File: src/rtl/bus_cycle_sequencer_pkg.sv
// Shared types and constants for the 65C02-style bus cycle sequencer.
package bus_seq_pkg;

  typedef enum logic {IDLE, ACTIVE} state_t;

  typedef enum logic {OWN_CPU = 1'b0, OWN_DMA = 1'b1} owner_t;

  localparam logic [1:0] Q_LAST = 2'b11;

endpackage

File: src/rtl/rr_arbiter2.sv
// Two-way combinational arbiter: bit 0 = CPU, bit 1 = DMA.
module rr_arbiter2
  import bus_seq_pkg::*;
#(
  parameter int RR_EN = 1
) (
  input  logic [1:0] req,
  input  logic [1:0] mask,
  input  logic       last_owner,
  output logic [1:0] grant
);

  logic [1:0] eligible;

  always_comb begin
    eligible = req & ~mask;
    grant    = eligible;
    if (eligible == 2'b11) begin
      // Round-robin hands the bus to whoever did not own it last; otherwise DMA wins.
      if ((RR_EN != 0) && (last_owner == OWN_DMA)) grant = 2'b01;
      else                                         grant = 2'b10;
    end
  end

endmodule

File: src/rtl/bus_cycle_sequencer.sv
// Single-beat CPU/DMA bus sequencer; one bus cycle per q revolution, stretched by bus_rdy.
module bus_cycle_sequencer
  import bus_seq_pkg::*;
#(
  parameter int ADDR_W   = 16,
  parameter int DATA_W   = 8,
  parameter int MAX_WAIT = 15,
  parameter int RR_EN    = 1
) (
  input  logic              fclk,
  input  logic              reset,
  input  logic [1:0]        q,
  input  logic              p,
  input  logic              cpu_req,
  input  logic              cpu_we,
  input  logic [ADDR_W-1:0] cpu_addr,
  input  logic [DATA_W-1:0] cpu_wdata,
  output logic              cpu_ack,
  output logic              cpu_err,
  input  logic              dma_req,
  input  logic              dma_we,
  input  logic [ADDR_W-1:0] dma_addr,
  input  logic [DATA_W-1:0] dma_wdata,
  output logic              dma_ack,
  output logic              dma_err,
  output logic [DATA_W-1:0] rdata,
  output logic              owner,
  output logic [ADDR_W-1:0] bus_addr,
  output logic              bus_rwb,
  output logic [DATA_W-1:0] bus_dout,
  output logic              bus_doe,
  output logic              bus_vda,
  input  logic [DATA_W-1:0] bus_din,
  input  logic              bus_rdy
);

  localparam int WCW = (MAX_WAIT < 1) ? 1 : $clog2(MAX_WAIT + 1);

  state_t            state_q, state_d;
  owner_t            owner_q, owner_d;
  logic [WCW-1:0]    wait_cnt_q, wait_cnt_d;
  logic [ADDR_W-1:0] addr_q, addr_d;
  logic              we_q, we_d;
  logic [DATA_W-1:0] wdata_q, wdata_d;
  logic [DATA_W-1:0] rdata_q, rdata_d;
  logic              cpu_ack_q, cpu_ack_d, cpu_err_q, cpu_err_d;
  logic              dma_ack_q, dma_ack_d, dma_err_q, dma_err_d;

  logic       at_last;
  logic       timed_out;
  logic       complete;
  logic       arb_en;
  logic [1:0] mask;
  logic [1:0] grant;

  assign at_last   = (q == Q_LAST);
  assign timed_out = (wait_cnt_q == WCW'(MAX_WAIT));
  assign complete  = (state_q == ACTIVE) && at_last && (bus_rdy || timed_out);
  assign arb_en    = at_last && ((state_q == IDLE) || complete);
  assign mask      = complete ? ((owner_q == OWN_DMA) ? 2'b10 : 2'b01) : 2'b00;

  rr_arbiter2 #(.RR_EN(RR_EN)) u_arb (
    .req       ({dma_req, cpu_req}),
    .mask      (mask),
    .last_owner(owner_q),
    .grant     (grant)
  );

  always_comb begin
    state_d    = state_q;
    owner_d    = owner_q;
    wait_cnt_d = wait_cnt_q;
    addr_d     = addr_q;
    we_d       = we_q;
    wdata_d    = wdata_q;
    rdata_d    = rdata_q;
    cpu_ack_d  = 1'b0;
    cpu_err_d  = 1'b0;
    dma_ack_d  = 1'b0;
    dma_err_d  = 1'b0;

    if (complete) begin
      if (bus_rdy && !we_q) rdata_d = bus_din;
      if (owner_q == OWN_DMA) begin
        dma_ack_d = 1'b1;
        dma_err_d = ~bus_rdy;
      end else begin
        cpu_ack_d = 1'b1;
        cpu_err_d = ~bus_rdy;
      end
    end else if ((state_q == ACTIVE) && at_last) begin
      wait_cnt_d = wait_cnt_q + 1'b1;
    end

    if (arb_en) begin
      state_d    = ACTIVE;
      wait_cnt_d = '0;
      if (grant[1]) begin
        owner_d = OWN_DMA;
        addr_d  = dma_addr;
        we_d    = dma_we;
        wdata_d = dma_wdata;
      end else if (grant[0]) begin
        owner_d = OWN_CPU;
        addr_d  = cpu_addr;
        we_d    = cpu_we;
        wdata_d = cpu_wdata;
      end else begin
        state_d = IDLE;
      end
    end
  end

  always_ff @(posedge fclk) begin
    if (reset) begin
      state_q    <= IDLE;
      owner_q    <= OWN_CPU;
      wait_cnt_q <= '0;
      addr_q     <= '0;
      we_q       <= 1'b0;
      wdata_q    <= '0;
      rdata_q    <= '0;
      cpu_ack_q  <= 1'b0;
      cpu_err_q  <= 1'b0;
      dma_ack_q  <= 1'b0;
      dma_err_q  <= 1'b0;
    end else begin
      state_q    <= state_d;
      owner_q    <= owner_d;
      wait_cnt_q <= wait_cnt_d;
      addr_q     <= addr_d;
      we_q       <= we_d;
      wdata_q    <= wdata_d;
      rdata_q    <= rdata_d;
      cpu_ack_q  <= cpu_ack_d;
      cpu_err_q  <= cpu_err_d;
      dma_ack_q  <= dma_ack_d;
      dma_err_q  <= dma_err_d;
    end
  end

  assign bus_vda  = (state_q == ACTIVE);
  assign bus_rwb  = ~(bus_vda & we_q);
  assign bus_addr = addr_q;
  assign bus_dout = wdata_q;
  assign bus_doe  = bus_vda & ~bus_rwb & p;
  assign cpu_ack  = cpu_ack_q;
  assign cpu_err  = cpu_err_q;
  assign dma_ack  = dma_ack_q;
  assign dma_err  = dma_err_q;
  assign rdata    = rdata_q;
  assign owner    = owner_q;

endmodule

File: config.mk
export PLATFORM = sky130hd
export DESIGN_NAME = bus_cycle_sequencer
export DESIGN_NICKNAME = d
export VERILOG_FILES = /design/src/rtl/bus_cycle_sequencer_pkg.sv /design/src/rtl/rr_arbiter2.sv /design/src/rtl/bus_cycle_sequencer.sv
export SDC_FILE = /design/constraint.sdc
export NUM_CORES = 1
export LEC_CHECK = 0
export CORE_MARGIN = 1.5
export CORE_UTILIZATION = 39
export CTS_BUF_LIST = sky130_fd_sc_hd__clkbuf_16
export CTS_CLUSTER_DIAMETER = 120
export DETAILED_ROUTE_END_ITERATION = 16
export MAX_ROUTING_LAYER = met4
export PLACE_DENSITY = 0.87
export SYNTH_ARGS = -nofsm -noshare
export SYNTH_HDL_FRONTEND = slang
export SYNTH_SLANG_ARGS = --single-unit
File: constraint.sdc
create_clock -name fclk -period 2.3 [get_ports fclk]
set_input_delay 0.46 -clock fclk [delete_from_list [all_inputs] [get_ports fclk]]
set_output_delay 0.46 -clock fclk [all_outputs]
set_load 0.02 [all_outputs]
Word-level counts from Yosys, hierarchy flattened. Index checks and enable logic that the tools add are counted.

Register bits: 43. Output and inout bits: 40.

Reductions and logical operators: 15. Mux-type cells: 16. Add/subtract/negate cells: 1. Bitwise gates (word level): 10. Equality and inequality tests: 3.

Operators by type and width (count): 16-bit 2-to-1 mux (2); 8-bit 2-to-1 mux (2); 1-bit 2-to-1 mux (8); 2-bit 2-to-1 mux (4); 2-bit AND reduction (3); 3-bit OR reduction (2); 1-bit NOT (5); 4-bit by 1-bit adder with 4-bit output (second input constant) (1); 2-bit equality test (second input constant) (2); 4-bit equality test (second input constant) (1); 1-bit logical AND (4); 2-bit OR reduction (2); 1-bit AND (3); 2-bit AND (1); 1-bit logical OR (2); 2-bit NOT (1); 2-bit nonzero test (1); 1-bit logical NOT (1).

Logic depth before layout (Yosys ltp). Gate-level depths: netlist of the first run.

Depth after elaboration: 10. Mapped depth: 8.

Hierarchy. From an unflattened synthesis of the first run, not the netlist that was laid out.

Cell total of the unflattened synthesis: 236. Area, all modules: 2307.2 µm².

Modules (own cells, without submodules): bus_cycle_sequencer (instances 1, seq. area each 860.8 µm², cells each 232, area an instance 2274.7 µm²); rr_arbiter2 (instances 1, seq. area each 0.0 µm², cells each 4, area an instance 32.5 µm²).

Least setup slack after synthesis of the first run. Ideal clock, no wire load.

Path type: reg-to-reg. Start: reg owner_q (netlist: owner). End: reg addr_q[9] (netlist: bus_addr[9]). Cell stages (with the launch flop): 9. Clock period less this slack: 1.710 ns. Data arrival time: 1.586 ns. Data required time: 2.176 ns. Slack: 0.590 ns. Buffers on the path: 4. Path through: dfxtp_1 -> buf_6 -> nand2b_1 -> buf_2 -> a211oi_4 -> or2_1 -> buf_4 -> buf_6 -> a31oi_1.

Word-level cells in the longest chain between the ends: 8.

Ends and longest elaborated chain: from (decl) (line bus_cycle_sequencer.sv:40) `owner_t owner_q, owner_d;`; from (signal assigned) (line bus_cycle_sequencer.sv:129) `owner_q <= owner_d;`; 2-bit 2-to-1 mux (2 in series) (line bus_cycle_sequencer.sv:60) `assign mask = complete ? ((owner_q == OWN_DMA) ? 2'b10 : 2'b01) : 2'b00;`; 2-bit NOT (line rr_arbiter2.sv:16) `eligible = req & ~mask;`; 2-bit AND (line rr_arbiter2.sv:16); 2-bit equality test (line rr_arbiter2.sv:18) `if (eligible == 2'b11) begin`; 2-bit 2-to-1 mux * (line rr_arbiter2.sv:18); 2-bit nonzero test (no source line); 2-bit AND reduction (no source line); to (signal assigned) (line bus_cycle_sequencer.sv:131) `addr_q <= addr_d;`; to (decl) (line bus_cycle_sequencer.sv:42) `logic [ADDR_W-1:0] addr_q, addr_d;`.

Every way passes the cells marked *; elsewhere a longest branch is shown, timed or not. A chain may end at the register's enable or synchronous reset.

Final worst setup path of the first run.
Start: reg state_q (netlist: bus_vda). End: out bus_doe.

Word-level cells in the longest chain between the ends: 3.

Ends and longest elaborated chain: from (decl) (line bus_cycle_sequencer.sv:39) `state_t state_q, state_d;`; from (signal assigned) (line bus_cycle_sequencer.sv:128) `state_q <= state_d;`; 1-bit AND (line bus_cycle_sequencer.sv:143) `assign bus_rwb = ~(bus_vda & we_q);`; 1-bit AND * (2 in series) (line bus_cycle_sequencer.sv:146) `assign bus_doe = bus_vda & ~bus_rwb & p;`; to (decl) (line bus_cycle_sequencer.sv:31) `output logic bus_doe,`.

Marked as above.

==> impl_metrics.ini, run 1 <==
[status]
status = completed

[timing]
finalMaxSlewViolations = 0
rsz0062_at_grt = no
post-route-period-util_pct = 92.49
relSlewSlack_pct = 73.02
setup-violations-final = 0
finalSetupTns_ns = 0
fin_ws_ns = 0.1727
hold_viol_final = 0
clock_skew_ns = 0.002013
min_period_ns = 2.127
fmax_ghz = 0.4701
worst_hold_slack_ns = 0.4886
tightest_slew_ns = 0.4041

[cts]
htree_levels = 2
post_cts_resized = 0
cts_tree = yes
path_clk_slew_ns = 0.06
clkSinkCount = 43
cts-root-buf = clkbuf_16
clk_latency_ns = 0.28
cts_max_path_buffers = 2
cts_buffers = 5
hold_buffers = 0
cts_setup_buffers = 0

[route]
drt-total-wl_mm = 6.478
drc = 0
first_pass_iters = 5
postRouteAntennaNets = 0
num_vias = 2296
dr.first_iter.drc_count = 212
post_drt_via_cell_ratio = 5.754
routedWlPerCell_um = 16.24

[flow_run]
maxCapViolCount = 0

[layout]
areaGrowthSynthToFinish_pct = 62.90
layoutNonFillerInstCount = 399
seqCellArea_um2 = 860.8
multi_input_area_um2 = 1031
utilization_pct = 67.77
drive_above_1_share_pct = 7.831
fin_area_um2 = 3286
num_antenna_cells = 0
final_nets = 400
fillerInstances = 409

[floorplan]
rows = 25
ioPinCount = 106
dieArea_um2 = 5612
coreArea_um2 = 4848
die_w_um = 74.92
die_h_um = 74.92
initial_core_util_pct = 41.60

[placed_design]
port_buffers = 105
post_dp_cell_area_um2 = 3157
dp_cells = 393
pre_cts_ws_ns = 0.1531
routabilityCongestion = 0.8048
dpl.hpwl_mm = 4.476

[worst_hold_path]
hp-start = wait_cnt_q[1]$_SDFFE_PP0P_
hold_class = reg2reg
hold_end = wait_cnt_q[1]$_SDFFE_PP0P_
whs_path_depth = 2

[worst_setup_path]
critPathMaxFanout = 12
end_kind = output pin
max_stage_delay_ns = 0.60
r2r_slack_ns = 0.45
critical_path.cell_chain = and3_1 > clkdlybuf4s50_1
rr_endpoint = wait_cnt_q[2]$_SDFFE_PP0P_
arrival_ns = 1.67
crit_required_ns = 1.84
reg2reg_depth = 5
path_class = reg2out
critPathSlowestCell = clkdlybuf4s50_1
r2r_start = wait_cnt_q[0]$_SDFFE_PP0P_
cp-start-kind = flop

[pwr]
power_density_nw_per_um2 = 585.8
finalPower_mw = 1.925
leakage_nw = 1.209
vdd_drop_max_v = 0.0003118

[grt]
grt_max_degree = 27
grt_pass1_wl_mm = 10.49
grt_overflow = 0
grt_usage_pct = 25.06
grt_pass1_vias = 2278
antenna_found_initial = 0

[yosys]
synth.yosys.seq_area_share_pct = 42.68
synth_cell_types = 34
synth.net_count = 298
synth.area.top_cells = dfxtp_1, o31ai_1, a31oi_1
synth_seq_cells = 43
synthArstFlopShare_pct = 0
synth_area_um2 = 2017
synth_top_cell_by_area = dfxtp_1
yosysWarnings = 0
syn_area_per_cell_um2 = 8.731
yosys.area.top_type_share_pct = 42.68
synth_ff_type = dfxtp_1
synth-edff-count = 0
syn_inst = 231
-- area by class of cell --
| class | instances | area share [%] |
|---|---|---|
| well taps | 67 | 2.551 |
| inverters | 2 | 0.2285 |
| flip-flops and latches | 43 | 26.20 |
| clock buffers | 5 | 3.808 |
| repair buffers | 118 | 35.72 |
| clock inverters | 1 | 0.1142 |
| multi-input cells | 163 | 31.38 |
-- synth_stat cells, types with 2 or more instances --
cell       n
buf_2      6
o31ai_1   25
a31oi_1   24
nor3b_1    3
and3_1     3
clkbuf_1  11
nand2_1    7
nor2b_1    3
mux2i_1    8
a21oi_1    6
nand4_1    3
o21ai_0   28
buf_4      3
inv_1      2
buf_6      3
nor2_1    11
dfxtp_1   43
nand3_1   26
-- worst max path at each step --
stage,startpoint,endpoint,slack (ns),cells after the start
after global routing,bus_vda$_SDFFE_PP0P_,bus_doe,0.09,2
after global placement,p,bus_doe,0.18,3
after CTS,bus_vda$_SDFFE_PP0P_,bus_doe,0.16,2
final,bus_vda$_SDFFE_PP0P_,bus_doe,0.17,2
after floorplan,owner$_SDFFE_PP0P_,bus_addr[9]$_SDFFE_PP0P_,0.59,8
after detailed placement,bus_rdy,wait_cnt_q[2]$_SDFFE_PP0P_,0.15,5
-- kinds of logic after synthesis --
family / Yosys count / synth area share, %
and+or+nand+nor: 63 / 16.13
AOI/OAI and AO/OA: 90 / 29.34
muxes: 9 / 4.529
adders and majority gates: 1 / 0.6202
buffers and inverters: 25 / 6.700
DFF: 43 / 42.68
-- power breakdown --
group	switching [mW]	internal [mW]
registers	0.0296	0.788
logic	0.210	0.240
clock network	0.271	0.386
-- sequential cells by signal, summed over array words and instances (netlist names), 4 cells and up --
signal / cells
wait_cnt_q: 4
bus_addr: 16
rdata: 8
bus_dout: 8
-- metal layers --
metal	part of all wire [%]	global-route usage (%)	up-vias
met3	8.5	6.560	20
li1	-	-	1076
met2	47	38.15	123
met5	0	-	-
met1	41	30.71	1077
met4	2.9	12.32	0
-- critical path: cells and delay by family, from the launching register on --
family | cells | cell delay [ns]
DFF | 1 | 0.56
buffers and inverters | 1 | 0.60
and+or+nand+nor | 1 | 0.22
-- cell usage in the layout, fill, tap and decap left out, types with 5 or more instances in the layout --
cell / synthesis / routed
clkdlybuf4s50_1: 0 / 105
dfxtp_1: 43 / 43
o21ai_0: 28 / 28
nand3_1: 26 / 26
o31ai_1: 25 / 25
a31oi_1: 24 / 24
nor2_1: 11 / 11
buf_4: 3 / 11
mux2i_1: 8 / 8
nand2_1: 7 / 7
a21oi_1: 6 / 6
clkbuf_16: 0 / 5
Note: power is estimated with default switching activity, not from simulation.
==> inputs of run 2 (changes only) <==
--- a/config.mk
+++ b/config.mk
@@ -9,6 +9,7 @@
 export CORE_UTILIZATION = 39
 export CTS_BUF_LIST = sky130_fd_sc_hd__clkbuf_16
 export CTS_CLUSTER_DIAMETER = 120
+export CTS_CLUSTER_SIZE = 14
 export DETAILED_ROUTE_END_ITERATION = 16
 export MAX_ROUTING_LAYER = met4
 export PLACE_DENSITY = 0.87
==> results of run 2 <==
The final DEF is identical to that of run 1; final timing and power are the same.
==> inputs of run 3 (changes only) <==
==> constraint.sdc (replaced) <==
create_clock -name fclk -period 2.3 [get_ports fclk]
set_input_delay 0.575 -clock fclk [delete_from_list [all_inputs] [get_ports fclk]]
set_output_delay 0.575 -clock fclk [all_outputs]
set_load 0.02 [all_outputs]
==> run 3 against run 2 <==
Net effect:
- via count about the same
- global-route usage decreased by 1.0 points
- maximum frequency is 1.7% higher
- routed wire length is 0.82% lower
- design area up 1.3%
- sequential power fell by 0.5%
- combinational power is 2% higher
- non-clock buffer count up 5
- critical path type is now in2out
- critical endpoint unchanged
==> impl_metrics.ini, run 3 (synthesis results as in run 1) <==
[cts]
hold_buffers = 0
clk_latency_ns = 0.28
clkSinkCount = 43
cts_setup_buffers = 0
cts_max_path_buffers = 2
path_clk_slew_ns = 0.06
htree_levels = 2
cts_tree = yes
post_cts_resized = 1
cts-root-buf = clkbuf_16
cts_buffers = 5

[placed_design]
port_buffers = 105
routabilityCongestion = 0.8607
dp_cells = 398
dpl.hpwl_mm = 4.485

[timing]
finalMaxSlewViolations = 0
relSlewSlack_pct = 79.42
fmax_ghz = 0.4781
post-route-period-util_pct = 90.94
setup-violations-final = 0
hold_viol_final = 0
finalSetupTns_ns = 0
clock_skew_ns = 0.004011
tightest_slew_ns = 0.3083
min_period_ns = 2.092
rsz0062_at_grt = no

[route]
drt-total-wl_mm = 6.425
dr.first_iter.drc_count = 155
post_drt_via_cell_ratio = 5.664
routedWlPerCell_um = 15.86
drc = 0
num_vias = 2294
first_pass_iters = 4
postRouteAntennaNets = 0

[grt]
grt_max_degree = 26
grt_usage_pct = 24.05
grt_pass1_wl_mm = 10.16
antenna_found_initial = 0
grt_overflow = 0
grt_pass1_vias = 2212

[floorplan]
initial_core_util_pct = 41.60
die_w_um = 74.92
coreArea_um2 = 4848
die_h_um = 74.92
dieArea_um2 = 5612
ioPinCount = 106
rows = 25

[pwr]
p_int_mw = 1.425
leakage_nw = 1.239
finalPower_mw = 1.942
vdd_drop_max_v = 0.0003403
switching_share_pct = 26.63
netSwitchingPower_mw = 0.5170
comb_power_share_pct = 23.6
clockPowerShare_pct = 34.4
power_density_nw_per_um2 = 583.6
power_frac_seq_pct = 41.9

[layout]
seqCellArea_um2 = 860.8
layout_common_cells = clkdlybuf4s50_1, dfxtp_1, o21ai_0
multi_input_area_um2 = 1031
num_antenna_cells = 0
drive_above_1_share_pct = 9.467
utilization_pct = 68.62
final_nets = 405
fillerInstances = 402
layoutNonFillerInstCount = 405
final_common_cell = clkdlybuf4s50_1
areaGrowthSynthToFinish_pct = 64.95
largest_reg_flops = 16

[worst_setup_path]
critical_path.cell_chain = clkdlybuf4s50_1 > and3_1 > dlygate4sd2_1
r2r_start = wait_cnt_q[0]$_SDFFE_PP0P_
max_stage_delay_ns = 0.45
critPathLaunch = p
crit_family = buffers and inverters
arrival_ns = 1.52
cp-start-kind = input pin
end_kind = output pin
path_class = in2out
crit_required_ns = 1.73
crit_buf_inv = 2
critPathSlowestCell = clkdlybuf4s50_1
critPathMaxFanout = 1

[status]
status = completed

[worst_hold_path]
hp-start = wait_cnt_q[1]$_SDFFE_PP0P_
hold_class = reg2reg

[flow_run]
maxCapViolCount = 0
run 3: cell count changes in the layout (fill, tap and decap cells not counted), sizes merged:
cell,change
buf,+5
clkdlybuf4s50,-1
clkinv,+2
dlygate4sd2,+1
inv,-1
run 3: worst register-to-register path: stages (launching register included):
cell and delay [ns]:
dfxtp_1 0.33, ha_1 0.27, a31oi_4 0.29, nand4_1 0.19, or3b_2 0.49, a21oi_1 0.13
run 3: layout make-up:
| class | count | share of cell area, % |
|---|---|---|
| Multi-Input combinational cell | 163 | 30.99 |
| Tap cell | 67 | 2.520 |
| Inverter | 2 | 0.2256 |
| Clock buffer | 5 | 3.761 |
| Clock inverter | 2 | 0.2633 |
| Sequential cell | 43 | 25.87 |
| Timing Repair Buffer | 123 | 36.37 |
run 3: stage by stage:
stage | cell area (um2) | setup WS, ns | hold WS [ns]
global route | 3327 | 0.1689 | 0.5212
CTS | 3327 | 0.2099 | 0.4820
global placement | 3194 | -0.04174 | 0.4604
floorplan | 2017 | 0.5900 | 0.4492
detailed placement | 3194 | -0.05609 | 0.4738
finish | 3327 | 0.2083 | 0.4850
run 3: power by group through the flow:
stage,clock network (mW),logic (mW),registers [mW]
floorplan,0,0.160,0.875
global placement,0,0.450,0.827
detailed placement,0,0.456,0.829
CTS,0.679,0.459,0.813
global route,0.712,0.488,0.818
finish,0.668,0.459,0.814
run 3: worst paths after layout:
kind	endpoint	slack [ns]	cells after the start
max	bus_doe	0.21	3
min	wait_cnt_q[1]$_SDFFE_PP0P_	0.48	2
max reg2reg	wait_cnt_q[2]$_SDFFE_PP0P_	0.54	5
min reg2reg	wait_cnt_q[1]$_SDFFE_PP0P_	0.48	2
run 3: metal layers:
| layer | part of all wire (%) | global-route usage [%] | up-vias |
|---|---|---|---|
| met5 | 0 | - | - |
| li1 | - | - | 1093 |
| met4 | 1.9 | 8.687 | 0 |
| met1 | 42 | 27.73 | 1086 |
| met3 | 7.5 | 4.685 | 12 |
| met2 | 49 | 41.40 | 103 |
